## src/rtl/priv_pkg.sv

```systemverilog
// priv_pkg: privilege modes, trap CSR addresses, sequencer states and mstatus field positions.
package priv_pkg;
    localparam logic [1:0] MODE_U = 2'b00;
    localparam logic [1:0] MODE_S = 2'b01;
    localparam logic [1:0] MODE_M = 2'b11;

    localparam logic [11:0] CSR_SSTATUS = 12'h100;
    localparam logic [11:0] CSR_SEPC    = 12'h141;
    localparam logic [11:0] CSR_SCAUSE  = 12'h142;
    localparam logic [11:0] CSR_STVAL   = 12'h143;
    localparam logic [11:0] CSR_MSTATUS = 12'h300;
    localparam logic [11:0] CSR_MEPC    = 12'h341;
    localparam logic [11:0] CSR_MCAUSE  = 12'h342;
    localparam logic [11:0] CSR_MTVAL   = 12'h343;

    localparam int MS_SIE    = 1;
    localparam int MS_MIE    = 3;
    localparam int MS_SPIE   = 5;
    localparam int MS_MPIE   = 7;
    localparam int MS_SPP    = 8;
    localparam int MS_MPP_LO = 11;
    localparam int MS_MPP_HI = 12;

    typedef enum logic [2:0] {
        ST_IDLE,
        ST_FLUSH,
        ST_SAVE_EPC,
        ST_SAVE_CAUSE,
        ST_SAVE_TVAL,
        ST_UPDATE_STATUS,
        ST_REDIRECT
    } state_t;
endpackage

```

## src/rtl/trap_target_select.sv

```systemverilog
// trap_target_select: delegation decision and redirect target for an accepted trap or xRET.
module trap_target_select
    import priv_pkg::*;
#(
    parameter int ADDRESS_BITS = 20
) (
    input  logic [1:0]              priv,
    input  logic                    is_intr,
    input  logic                    is_ret,
    input  logic                    ret_s,
    input  logic [3:0]              code,
    input  logic [15:0]             medeleg,
    input  logic [15:0]             mideleg,
    input  logic [ADDRESS_BITS-1:0] mtvec,
    input  logic [ADDRESS_BITS-1:0] stvec,
    input  logic [ADDRESS_BITS-1:0] mepc,
    input  logic [ADDRESS_BITS-1:0] sepc,
    output logic                    to_s,
    output logic [ADDRESS_BITS-1:0] target
);
    logic                    deleg;
    logic [ADDRESS_BITS-1:0] tvec;
    logic [ADDRESS_BITS-1:0] base;

    assign deleg = (priv != MODE_M) && (is_intr ? mideleg[code] : medeleg[code]);
    assign to_s  = is_ret ? ret_s : deleg;
    assign tvec  = to_s ? stvec : mtvec;
    assign base  = {tvec[ADDRESS_BITS-1:2], 2'b00};
    // Vectored mode only offsets interrupts; the add wraps at ADDRESS_BITS.
    assign target = is_ret ? (ret_s ? sepc : mepc)
                  : (tvec[1:0] == 2'b01 && is_intr) ? base + ADDRESS_BITS'({code, 2'b00})
                  : base;
endmodule

```

## src/rtl/trap_sequencer.sv

```systemverilog
// trap_sequencer: sequences trap entry and xRET exit, writing trap CSRs one per cycle
// and finishing with a single PC redirect and privilege update.
module trap_sequencer
    import priv_pkg::*;
#(
    parameter int CORE            = 0,
    parameter int ADDRESS_BITS    = 20,
    parameter int DATA_WIDTH      = 32,
    parameter int SCAN_CYCLES_MIN = 0,
    parameter int SCAN_CYCLES_MAX = 1000
) (
    input  logic                    clock,
    input  logic                    reset,
    input  logic                    exception,
    input  logic [3:0]              exception_code,
    input  logic                    intr_pending,
    input  logic [3:0]              intr_code,
    input  logic [ADDRESS_BITS-1:0] trap_PC,
    input  logic [DATA_WIDTH-1:0]   trap_value,
    input  logic                    m_ret,
    input  logic                    s_ret,
    input  logic [DATA_WIDTH-1:0]   mstatus,
    input  logic [15:0]             medeleg,
    input  logic [15:0]             mideleg,
    input  logic [ADDRESS_BITS-1:0] mtvec,
    input  logic [ADDRESS_BITS-1:0] stvec,
    input  logic [ADDRESS_BITS-1:0] mepc,
    input  logic [ADDRESS_BITS-1:0] sepc,
    output logic                    csr_wr_en,
    output logic [11:0]             csr_wr_addr,
    output logic [DATA_WIDTH-1:0]   csr_wr_data,
    output logic                    flush,
    output logic                    stall,
    output logic                    redirect_valid,
    output logic [ADDRESS_BITS-1:0] redirect_PC,
    output logic [1:0]              priv,
    output logic                    busy,
    input  logic                    scan
);
    state_t                  state, state_n;
    logic                    is_ret_q, to_s_q;
    logic [DATA_WIDTH-1:0]   cause_q, tval_q, status_new;
    logic [ADDRESS_BITS-1:0] epc_q, tgt_q, sel_pc;
    logic [1:0]              priv_new_q, priv_upd;
    logic                    accept, acc_intr, acc_ret, acc_sret, sel_s;
    logic [3:0]              acc_code;
    logic                    unused_scan;

    assign unused_scan = ^{scan, (CORE != 0), (SCAN_CYCLES_MIN > SCAN_CYCLES_MAX)};

    // Priority exception > interrupt > MRET > SRET; losers are simply dropped.
    assign accept   = (state == ST_IDLE) && (exception || intr_pending || m_ret || s_ret);
    assign acc_intr = !exception && intr_pending;
    assign acc_ret  = !exception && !intr_pending && (m_ret || s_ret);
    assign acc_sret = acc_ret && !m_ret;
    assign acc_code = exception ? exception_code : intr_code;
    assign busy     = (state != ST_IDLE);
    assign stall    = busy;

    trap_target_select #(.ADDRESS_BITS(ADDRESS_BITS)) u_target (
        .priv    (priv),
        .is_intr (acc_intr),
        .is_ret  (acc_ret),
        .ret_s   (acc_sret),
        .code    (acc_code),
        .medeleg (medeleg),
        .mideleg (mideleg),
        .mtvec   (mtvec),
        .stvec   (stvec),
        .mepc    (mepc),
        .sepc    (sepc),
        .to_s    (sel_s),
        .target  (sel_pc)
    );

    always_ff @(posedge clock) begin
        if (!reset) begin
            state      <= ST_IDLE;
            priv       <= MODE_M;
            is_ret_q   <= 1'b0;
            to_s_q     <= 1'b0;
            cause_q    <= '0;
            epc_q      <= '0;
            tval_q     <= '0;
            tgt_q      <= '0;
            priv_new_q <= '0;
        end else begin
            state <= state_n;
            if (accept) begin
                is_ret_q <= acc_ret;
                to_s_q   <= sel_s;
                cause_q  <= {acc_intr, {(DATA_WIDTH-5){1'b0}}, acc_code};
                epc_q    <= trap_PC;
                tval_q   <= acc_intr ? '0 : trap_value;
                tgt_q    <= sel_pc;
            end
            if (state == ST_UPDATE_STATUS) priv_new_q <= priv_upd;
            if (state == ST_REDIRECT) priv <= priv_new_q;
        end
    end

    always_comb begin
        state_n        = state;
        flush          = 1'b0;
        csr_wr_en      = 1'b0;
        csr_wr_addr    = '0;
        csr_wr_data    = '0;
        redirect_valid = 1'b0;
        redirect_PC    = '0;
        status_new     = mstatus;
        priv_upd       = priv;
        if (is_ret_q && !to_s_q) begin
            status_new[MS_MIE]              = mstatus[MS_MPIE];
            status_new[MS_MPIE]             = 1'b1;
            status_new[MS_MPP_HI:MS_MPP_LO] = MODE_U;
            priv_upd                        = mstatus[MS_MPP_HI:MS_MPP_LO];
        end else if (is_ret_q) begin
            status_new[MS_SIE]  = mstatus[MS_SPIE];
            status_new[MS_SPIE] = 1'b1;
            status_new[MS_SPP]  = 1'b0;
            priv_upd            = {1'b0, mstatus[MS_SPP]};
        end else if (to_s_q) begin
            status_new[MS_SPIE] = mstatus[MS_SIE];
            status_new[MS_SIE]  = 1'b0;
            status_new[MS_SPP]  = priv[0];
            priv_upd            = MODE_S;
        end else begin
            status_new[MS_MPIE]             = mstatus[MS_MIE];
            status_new[MS_MIE]              = 1'b0;
            status_new[MS_MPP_HI:MS_MPP_LO] = priv;
            priv_upd                        = MODE_M;
        end
        case (state)
            ST_IDLE: state_n = accept ? ST_FLUSH : ST_IDLE;
            ST_FLUSH: begin
                flush   = 1'b1;
                state_n = is_ret_q ? ST_UPDATE_STATUS : ST_SAVE_EPC;
            end
            ST_SAVE_EPC: begin
                csr_wr_en   = 1'b1;
                csr_wr_addr = to_s_q ? CSR_SEPC : CSR_MEPC;
                csr_wr_data = DATA_WIDTH'(epc_q);
                state_n     = ST_SAVE_CAUSE;
            end
            ST_SAVE_CAUSE: begin
                csr_wr_en   = 1'b1;
                csr_wr_addr = to_s_q ? CSR_SCAUSE : CSR_MCAUSE;
                csr_wr_data = cause_q;
                state_n     = ST_SAVE_TVAL;
            end
            ST_SAVE_TVAL: begin
                csr_wr_en   = 1'b1;
                csr_wr_addr = to_s_q ? CSR_STVAL : CSR_MTVAL;
                csr_wr_data = tval_q;
                state_n     = ST_UPDATE_STATUS;
            end
            ST_UPDATE_STATUS: begin
                csr_wr_en   = 1'b1;
                csr_wr_addr = to_s_q ? CSR_SSTATUS : CSR_MSTATUS;
                csr_wr_data = status_new;
                state_n     = ST_REDIRECT;
            end
            ST_REDIRECT: begin
                redirect_valid = 1'b1;
                redirect_PC    = tgt_q;
                state_n        = ST_IDLE;
            end
            default: state_n = ST_IDLE;
        endcase
    end
endmodule

```

## config.mk

```make
export PLATFORM = sky130hd
export DESIGN_NAME = trap_sequencer
export DESIGN_NICKNAME = d
export VERILOG_FILES = /design/src/rtl/priv_pkg.sv /design/src/rtl/trap_target_select.sv /design/src/rtl/trap_sequencer.sv
export SDC_FILE = /design/constraint.sdc
export NUM_CORES = 1
export LEC_CHECK = 0
export CELL_PAD_IN_SITES_DETAIL_PLACEMENT = 1
export CELL_PAD_IN_SITES_GLOBAL_PLACEMENT = 2
export CORE_MARGIN = 5
export CORE_UTILIZATION = 23
export DETAILED_ROUTE_END_ITERATION = 6
export PLACE_DENSITY_LB_ADDON = 0.1
export SETUP_SLACK_MARGIN = 0.2
export SYNTH_ARGS = -nofsm -noshare
export SYNTH_HDL_FRONTEND = slang
export SYNTH_HIERARCHICAL = 1
export SYNTH_SLANG_ARGS = --single-unit
```

## constraint.sdc

```tcl
create_clock -name clock -period 5.6 [get_ports clock]
set_input_delay 0.56 -clock clock [delete_from_list [all_inputs] [get_ports clock]]
set_output_delay 0.56 -clock clock [all_outputs]
set_load 0.1 [all_outputs]
```

==> results of run 1 <==
[how the worst max path moves through the flow]
stage,start,endpoint,slack (ps),cells after the start
global placement,exception,tgt_q[9],-60,21
CTS,exception,tgt_q[7],310,21
detailed placement,exception,tgt_q[7],-50,21
finish,exception,tgt_q[9],540,20
floorplan,exception,tgt_q[12],580,21
global route,exception,tgt_q[12],210,19
[area by class of cell]
cell class | instances | area, um2
Clock inverter | 7 | 72.6
Multi-Input combinational cell | 591 | 4100
Clock buffer | 9 | 225
Fill cell | 3161 | 17300
Inverter | 13 | 48.8
Timing Repair Buffer | 297 | 2920
Sequential cell | 86 | 1720
Tap cell | 341 | 427
[cell usage after synthesis, types with 2 or more instances]
library cell | count | share of area (%)
nand2_1 | 160 | 9.7
mux2i_1 | 100 | 16
dfxtp_1 | 86 | 28
clkbuf_1 | 46 | 2.8
a21oi_1 | 43 | 3.5
a31o_2 | 33 | 4.7
o21ai_0 | 32 | 2.6
and2_1 | 26 | 2.6
nor2_1 | 19 | 1.1
mux2_2 | 18 | 3.3
nand3_1 | 14 | 1.1
inv_1 | 13 | 0.79
buf_4 | 12 | 1.5
nor2b_1 | 10 | 1.0
and3_1 | 9 | 0.91
buf_2 | 9 | 0.73
nand4_1 | 9 | 0.91
buf_6 | 8 | 1.5
xnor2_1 | 8 | 1.1
xor2_1 | 8 | 1.1
nand2b_1 | 7 | 0.71
mux4_2 | 6 | 2.2
o21ai_1 | 6 | 0.48
a211oi_1 | 5 | 0.60
a21o_1 | 4 | 0.48
a31oi_1 | 4 | 0.40
ha_1 | 4 | 0.81
nand3b_1 | 4 | 0.48
a221oi_1 | 3 | 0.42
a221oi_2 | 3 | 0.73
and4_1 | 3 | 0.42
nor3_1 | 3 | 0.24
o22ai_1 | 3 | 0.30
a2111oi_0 | 2 | 0.28
a21boi_0 | 2 | 0.24
a32oi_1 | 2 | 0.28
and3b_1 | 2 | 0.28
buf_1 | 2 | 0.12
mux4_1 | 2 | 0.85
o211ai_2 | 2 | 0.40
o221ai_1 | 2 | 0.28
[worst max-delay path, cell delays in order]
cell and delay (ps):
clkdlybuf4s50_1 560, mux2_4 370, mux4_2 440, mux4_2 490, a2bb2oi_1 200, a21boi_4 230
buf_4 150, mux2_2 360, ha_1 340, inv_1 40, o21ai_0 200, nand2_1 90
a21oi_2 170, buf_12 160, nand3_1 90, xor2_1 170, a221oi_2 350, buf_4 160
nand2_1 40, mux2i_1 150
[report_power, final]
part,internal [mW],switching [mW]
clock network,0.347,0.271
registers,0.781,0.127
logic,0.626,1.13
total,1.75,1.53
[flip-flops by register name (all words and copies together) (netlist names)]
signal	count
is_ret_q	1
tval_q	32
priv	2
state	3
tgt_q	20
epc_q	20
cause_q	5
to_s_q	1
priv_new_q	2
[through the flow]
step / cells / utilization [%] / hold WS, ps / setup TNS, ps
finish: 1344 / 35.5 / 452 / 0
global route: 1344 / 35.5 / 474 / 0
CTS: 1343 / 35.4 / 456 / 0
detailed placement: 1327 / 34.3 / 443 / -88.0
global placement: 1327 / 34.3 / 440 / -98.2
floorplan: 767 / - / 430 / 0
[cells by family (layout without fill, tap and decap cells)]
family / count (synthesis) / after routing / share of synthesized area, %
simple gates: 276 / 276 / 20.9
compound gates: 160 / 160 / 18.0
mux: 127 / 127 / 22.6
buf+inv: 90 / 326 / 7.32
flops: 86 / 86 / 27.7
xor+xnor: 16 / 16 / 2.26
fa+ha+maj: 5 / 5 / 1.13
other cells: 1 / 7 / 0.0604
[metal layers]
layer | track usage (%) | vias to the layer above
li1 | - | 3135
met1 | 21.0 | 2963
met2 | 24.9 | 197
met3 | 3.96 | 14
met4 | 4.06 | 2
met5 | 0 | -
[timing repair]
item | CTS | global route
endpoints found under the hold margin | 0 | 0
setup endpoints to repair | 0 | 4
setup buffers | 0 | 1
resized for setup | 0 | 6
==> impl_metrics.tcl, run 1 <==
set metrics [dict create \
    synth-edff-count 0 \
    area_growth_pct 53.4 \
    layout_min_cycle_time_ps 5060 \
    netlist_instances 761 \
    ir_drop_uv 153 \
    hpwl_um 18500 \
    antenna_cells 0 \
    crit-reg2reg-launch "priv[0]" \
    worstSkewPairLatency_ps 350 \
    drive_gt1_share_pct 12.3 \
    drv_cap 0 \
    crit_required_ps 5870 \
    design_area_um2 9520 \
    io_pins 282 \
    path_max_fanout 13 \
    overflow 0 \
    final_common_cell "clkdlybuf4s50_1" \
    drc 0 \
    r2r_end "tgt_q[12]" \
    postPlaceCellArea_um2 9190 \
    wl_met1_um 11500 \
    synth_cell_types 68 \
    async_flop_share_pct 0 \
    ff2ff_path_depth 16 \
    finalPower_mw 3.28 \
    rsz0062_at_grt "no" \
    hold_viol 0 \
    status "finished clean" \
    clock-sinks 86 \
    syn_area_um2 6210 \
    cp.arrival_ps 5330 \
    vias 6311 \
    p_leak_nw 3.65 \
    rows 60 \
    grt_first_pass_wirelength_um 37900 \
    cts_tree "done" \
    clock.fmax_ghz 0.198 \
    maxSlewHeadroom_pct 25.5 \
    cts_buffers 9 \
    hold_start "tgt_q[12]" \
    preCtsSetupSlack_ps -52.4 \
    top_layer "met5" \
    clk_pin_slew_ps 60 \
    routed_via_density 4.70 \
    yosys_most_used_dff "dfxtp_1" \
    layout_common_cells "clkdlybuf4s50_1, nand2_1, mux2i_1" \
    initial_core_util_pct 23.2 \
    setup_slack_ps 541 \
    hold_buffers 0 \
    die_area_um2 30400 \
    die_h_um 174 \
    critPathKind "primary input to flip-flop" \
    synth.avg_cell_area_um2 8.16 \
    worst_setup_path_end_kind "flip-flop" \
    grt_max_degree 75 \
    core_area_um2 26800 \
    critical_path.startpoint_type "primary input" \
    synth_seq_cells 86 \
    nets 1214 \
    grt_pass1_vias 6611 \
    cts_max_path_buffers 2 \
    drt_iter0_drc 223 \
    hold_depth 2 \
    hp-class "flip-flop to flip-flop" \
    setup_viol 0 \
    finalCritPeriodShare_pct 90.3 \
    grt_antenna_before_repair 1 \
    wl_per_cell_um 18.2 \
    final-max-slew-violation-count 0 \
    grt.total_usage_pct 15.6 \
    power_density_nw_per_um2 345 \
    die_width_um 174 \
    seq_area_frac_synth_pct 27.7 \
    ys_warn_count 6 \
    tightest_slew_ps 1120 \
    dr_wl_met2_um 10900 \
    firstDrtPassIters 4 \
    htree_num_levels 3 \
    cts_root_buf "clkbuf_16" \
    holdPathEnd "tgt_q[12]" \
    gp_congestion 0.758 \
    finClkSkew_ps 12.8 \
    port_buffers 273 \
    drtAntennaViolNets 0 \
    wl_met3_um 1780 \
    ff2ff_setup_slack_ps 1990 \
    drt_wl_total_um 24400 \
]
Power figures use the tool's default switching activity.
==> inputs of run 2 (changes only) <==
--- a/config.mk
+++ b/config.mk
@@ -7,12 +7,12 @@
 export LEC_CHECK = 0
 export CELL_PAD_IN_SITES_DETAIL_PLACEMENT = 1
 export CELL_PAD_IN_SITES_GLOBAL_PLACEMENT = 2
+export CORE_ASPECT_RATIO = 2
 export CORE_MARGIN = 5
-export CORE_UTILIZATION = 23
+export CORE_UTILIZATION = 22
 export DETAILED_ROUTE_END_ITERATION = 6
 export PLACE_DENSITY_LB_ADDON = 0.1
 export SETUP_SLACK_MARGIN = 0.2
 export SYNTH_ARGS = -nofsm -noshare
 export SYNTH_HDL_FRONTEND = slang
-export SYNTH_HIERARCHICAL = 1
 export SYNTH_SLANG_ARGS = --single-unit
==> impl_metrics.tcl, run 2 <==
set metrics [dict create \
    status "finished clean" \
    path_max_fanout 11 \
    p_switching_mw 1.52 \
    synth_top_area_share_pct 27.9 \
    clockPowerShare_pct 20.2 \
    power_density_nw_per_um2 332 \
    ys_warn_count 0 \
    async_flop_share_pct 0 \
    worstSkewPairLatency_ps 360 \
    tns_ps 0 \
    die_width_um 128 \
    p_int_mw 1.63 \
    initial_core_util_pct 22.3 \
    ir_drop_uv 235 \
    area_growth_pct 53.9 \
    largest_reg_flops 32 \
    grt_antenna_before_repair 0 \
    hold_depth 2 \
    synthMostInstantiatedCell "nand2_1" \
    routed_via_density 4.83 \
    hold_buffers 0 \
    r2r_end "tgt_q[12]" \
    synth_cell_types 67 \
    finalPower_mw 3.15 \
    drt_iter0_drc 177 \
    rsz0062_at_grt "no" \
    ff2ff_path_depth 15 \
    post-cts-setup-buffer-count 0 \
    holdWs_ps 458 \
    maxSlewHeadroom_pct 26.5 \
    crit_required_ps 5810 \
    die_h_um 247 \
    hold_start "tgt_q[13]" \
    seq_area_frac_synth_pct 27.9 \
    setup_viol 0 \
    critPathKind "primary input to flip-flop" \
    dp_cells 1405 \
    nets 1280 \
    synth_commonest_cells "nand2_1, dfxtp_1, mux2i_1" \
    grt_first_pass_wirelength_um 43200 \
    cts_root_buf "clkbuf_16" \
    yosysTopAreaCell "dfxtp_1" \
    final-max-slew-violation-count 0 \
    reg_top3 "tval_q: 32 flops, epc_q: 20 flops, tgt_q: 20 flops" \
    finClkSkew_ps 11.8 \
    grt.total_usage_pct 17.8 \
    synth.avg_cell_area_um2 7.45 \
    cts_buffers 9 \
    drv_cap 0 \
    io_pins 282 \
    hpwl_um 22200 \
    cts_tree "done" \
    gp_congestion 0.792 \
    syn_area_um2 6160 \
    yosys_most_used_dff "dfxtp_1" \
    top_register "tval_q" \
    clk_pin_slew_ps 70 \
    layout_min_cycle_time_ps 4910 \
    finalCritPeriodShare_pct 87.7 \
    htree_num_levels 3 \
    antenna_cells 0 \
    cts_max_path_buffers 2 \
    cts_resized 0 \
    vias 6858 \
    synth-edff-count 0 \
    swShare_pct 48.3 \
    layout_common_cells "clkdlybuf4s50_1, nand2_1, dfxtp_1" \
    port_buffers 273 \
    hp-class "flip-flop to flip-flop" \
    netlist_instances 827 \
    seq_power_share_pct 27.1 \
    die_area_um2 31700 \
    critical_path.startpoint_type "primary input" \
    hold_viol 0 \
    holdPathEnd "tgt_q[13]" \
    core_area_um2 27700 \
    p_leak_nw 3.72 \
    drt_wl_total_um 29000 \
    final_core_util_pct 34.3 \
    tightest_slew_ps 1100 \
    clock-sinks 86 \
    grt_max_degree 78 \
    ys_top_cells_by_area "dfxtp_1, mux2i_1, nand2_1" \
    overflow 0 \
    crit-reg2reg-launch "priv[0]" \
    wl_per_cell_um 20.4 \
    synth_seq_cells 86 \
    comb_power_share_pct 52.8 \
    drtAntennaViolNets 0 \
    cp.arrival_ps 5110 \
    fin_cells 1421 \
    firstDrtPassIters 4 \
    worst_setup_path_end_kind "flip-flop" \
    final_common_cell "clkdlybuf4s50_1" \
    clock.fmax_ghz 0.204 \
    grt_pass1_vias 7458 \
    drc 0 \
    rows 86 \
    ff2ff_setup_slack_ps 1970 \
    drive_gt1_share_pct 7.39 \
]
[run 2: worst max-delay path, stage by stage]
cell,delay (ps)
clkdlybuf4s50_1,570
mux2i_4,490
clkinv_2,260
nand2_1,120
o21ai_1,60
a311oi_1,270
buf_4,180
nor4b_4,60
nor2_4,300
mux2_1,370
ha_1,220
fa_1,430
a21o_1,210
a21oi_1,290
nor2_1,160
nand2_1,110
xor2_1,150
mux2i_1,90
o21ai_1,130
a21oi_1,70
[run 2: kinds of logic (layout without fill, tap and decap cells)]
| kind of cell | Yosys count | count (layout) | synth area share, % |
|---|---|---|---|
| xor+xnor | 21 | 21 | 2.98 |
| simple gates | 334 | 334 | 25.6 |
| other cells | 1 | 7 | 0.0608 |
| flops | 86 | 86 | 27.9 |
| compound gates | 222 | 222 | 23.8 |
| fa+ha+maj | 5 | 5 | 1.14 |
| buf+inv | 84 | 320 | 6.05 |
| mux | 74 | 74 | 12.4 |
[run 2: cell type report]
| cell class | instances | area [um2] |
|---|---|---|
| fill | 3358 | 18200 |
| multi-input combinational | 663 | 4140 |
| inverter | 9 | 35.0 |
| clock inverter | 7 | 73.8 |
| sequential | 86 | 1720 |
| tap | 352 | 440 |
| clock buffer | 9 | 225 |
| timing repair buffer | 295 | 2850 |
[run 2: per-stage QoR]
stage,setup slack [ps],instance area [um2]
after CTS,678,9490
final,691,9490
after detailed placement,297,9190
after floorplan,1350,6190
after global routing,311,9490
after global placement,359,9190
[run 2: worst max path at each step]
stage,from,end,depth (start not counted)
final,exception,tgt_q[12],20
after global routing,exception,tgt_q[12],20
after CTS,exception,tgt_q[19],20
after detailed placement,exception,tgt_q[19],20
after global placement,exception,tgt_q[16],20
after floorplan,intr_code[1],tgt_q[19],19
[run 2: routing by layer]
metal	global-route usage [%]	wire length, um	vias to the layer above
met5	0	0	-
met4	5.50	624	0
met3	3.16	1410	23
met2	35.5	16300	183
met1	18.2	10600	3272
li1	-	-	3380
[run 2: power groups by stage]
stage | clock network [mW] | logic, mW | registers (mW)
after CTS | 0.666 | 1.70 | 0.855
after global placement | 0 | 1.69 | 0.863
after floorplan | 0 | 1.16 | 0.828
final | 0.636 | 1.66 | 0.853
after detailed placement | 0 | 1.70 | 0.868
after global routing | 0.689 | 1.80 | 0.875
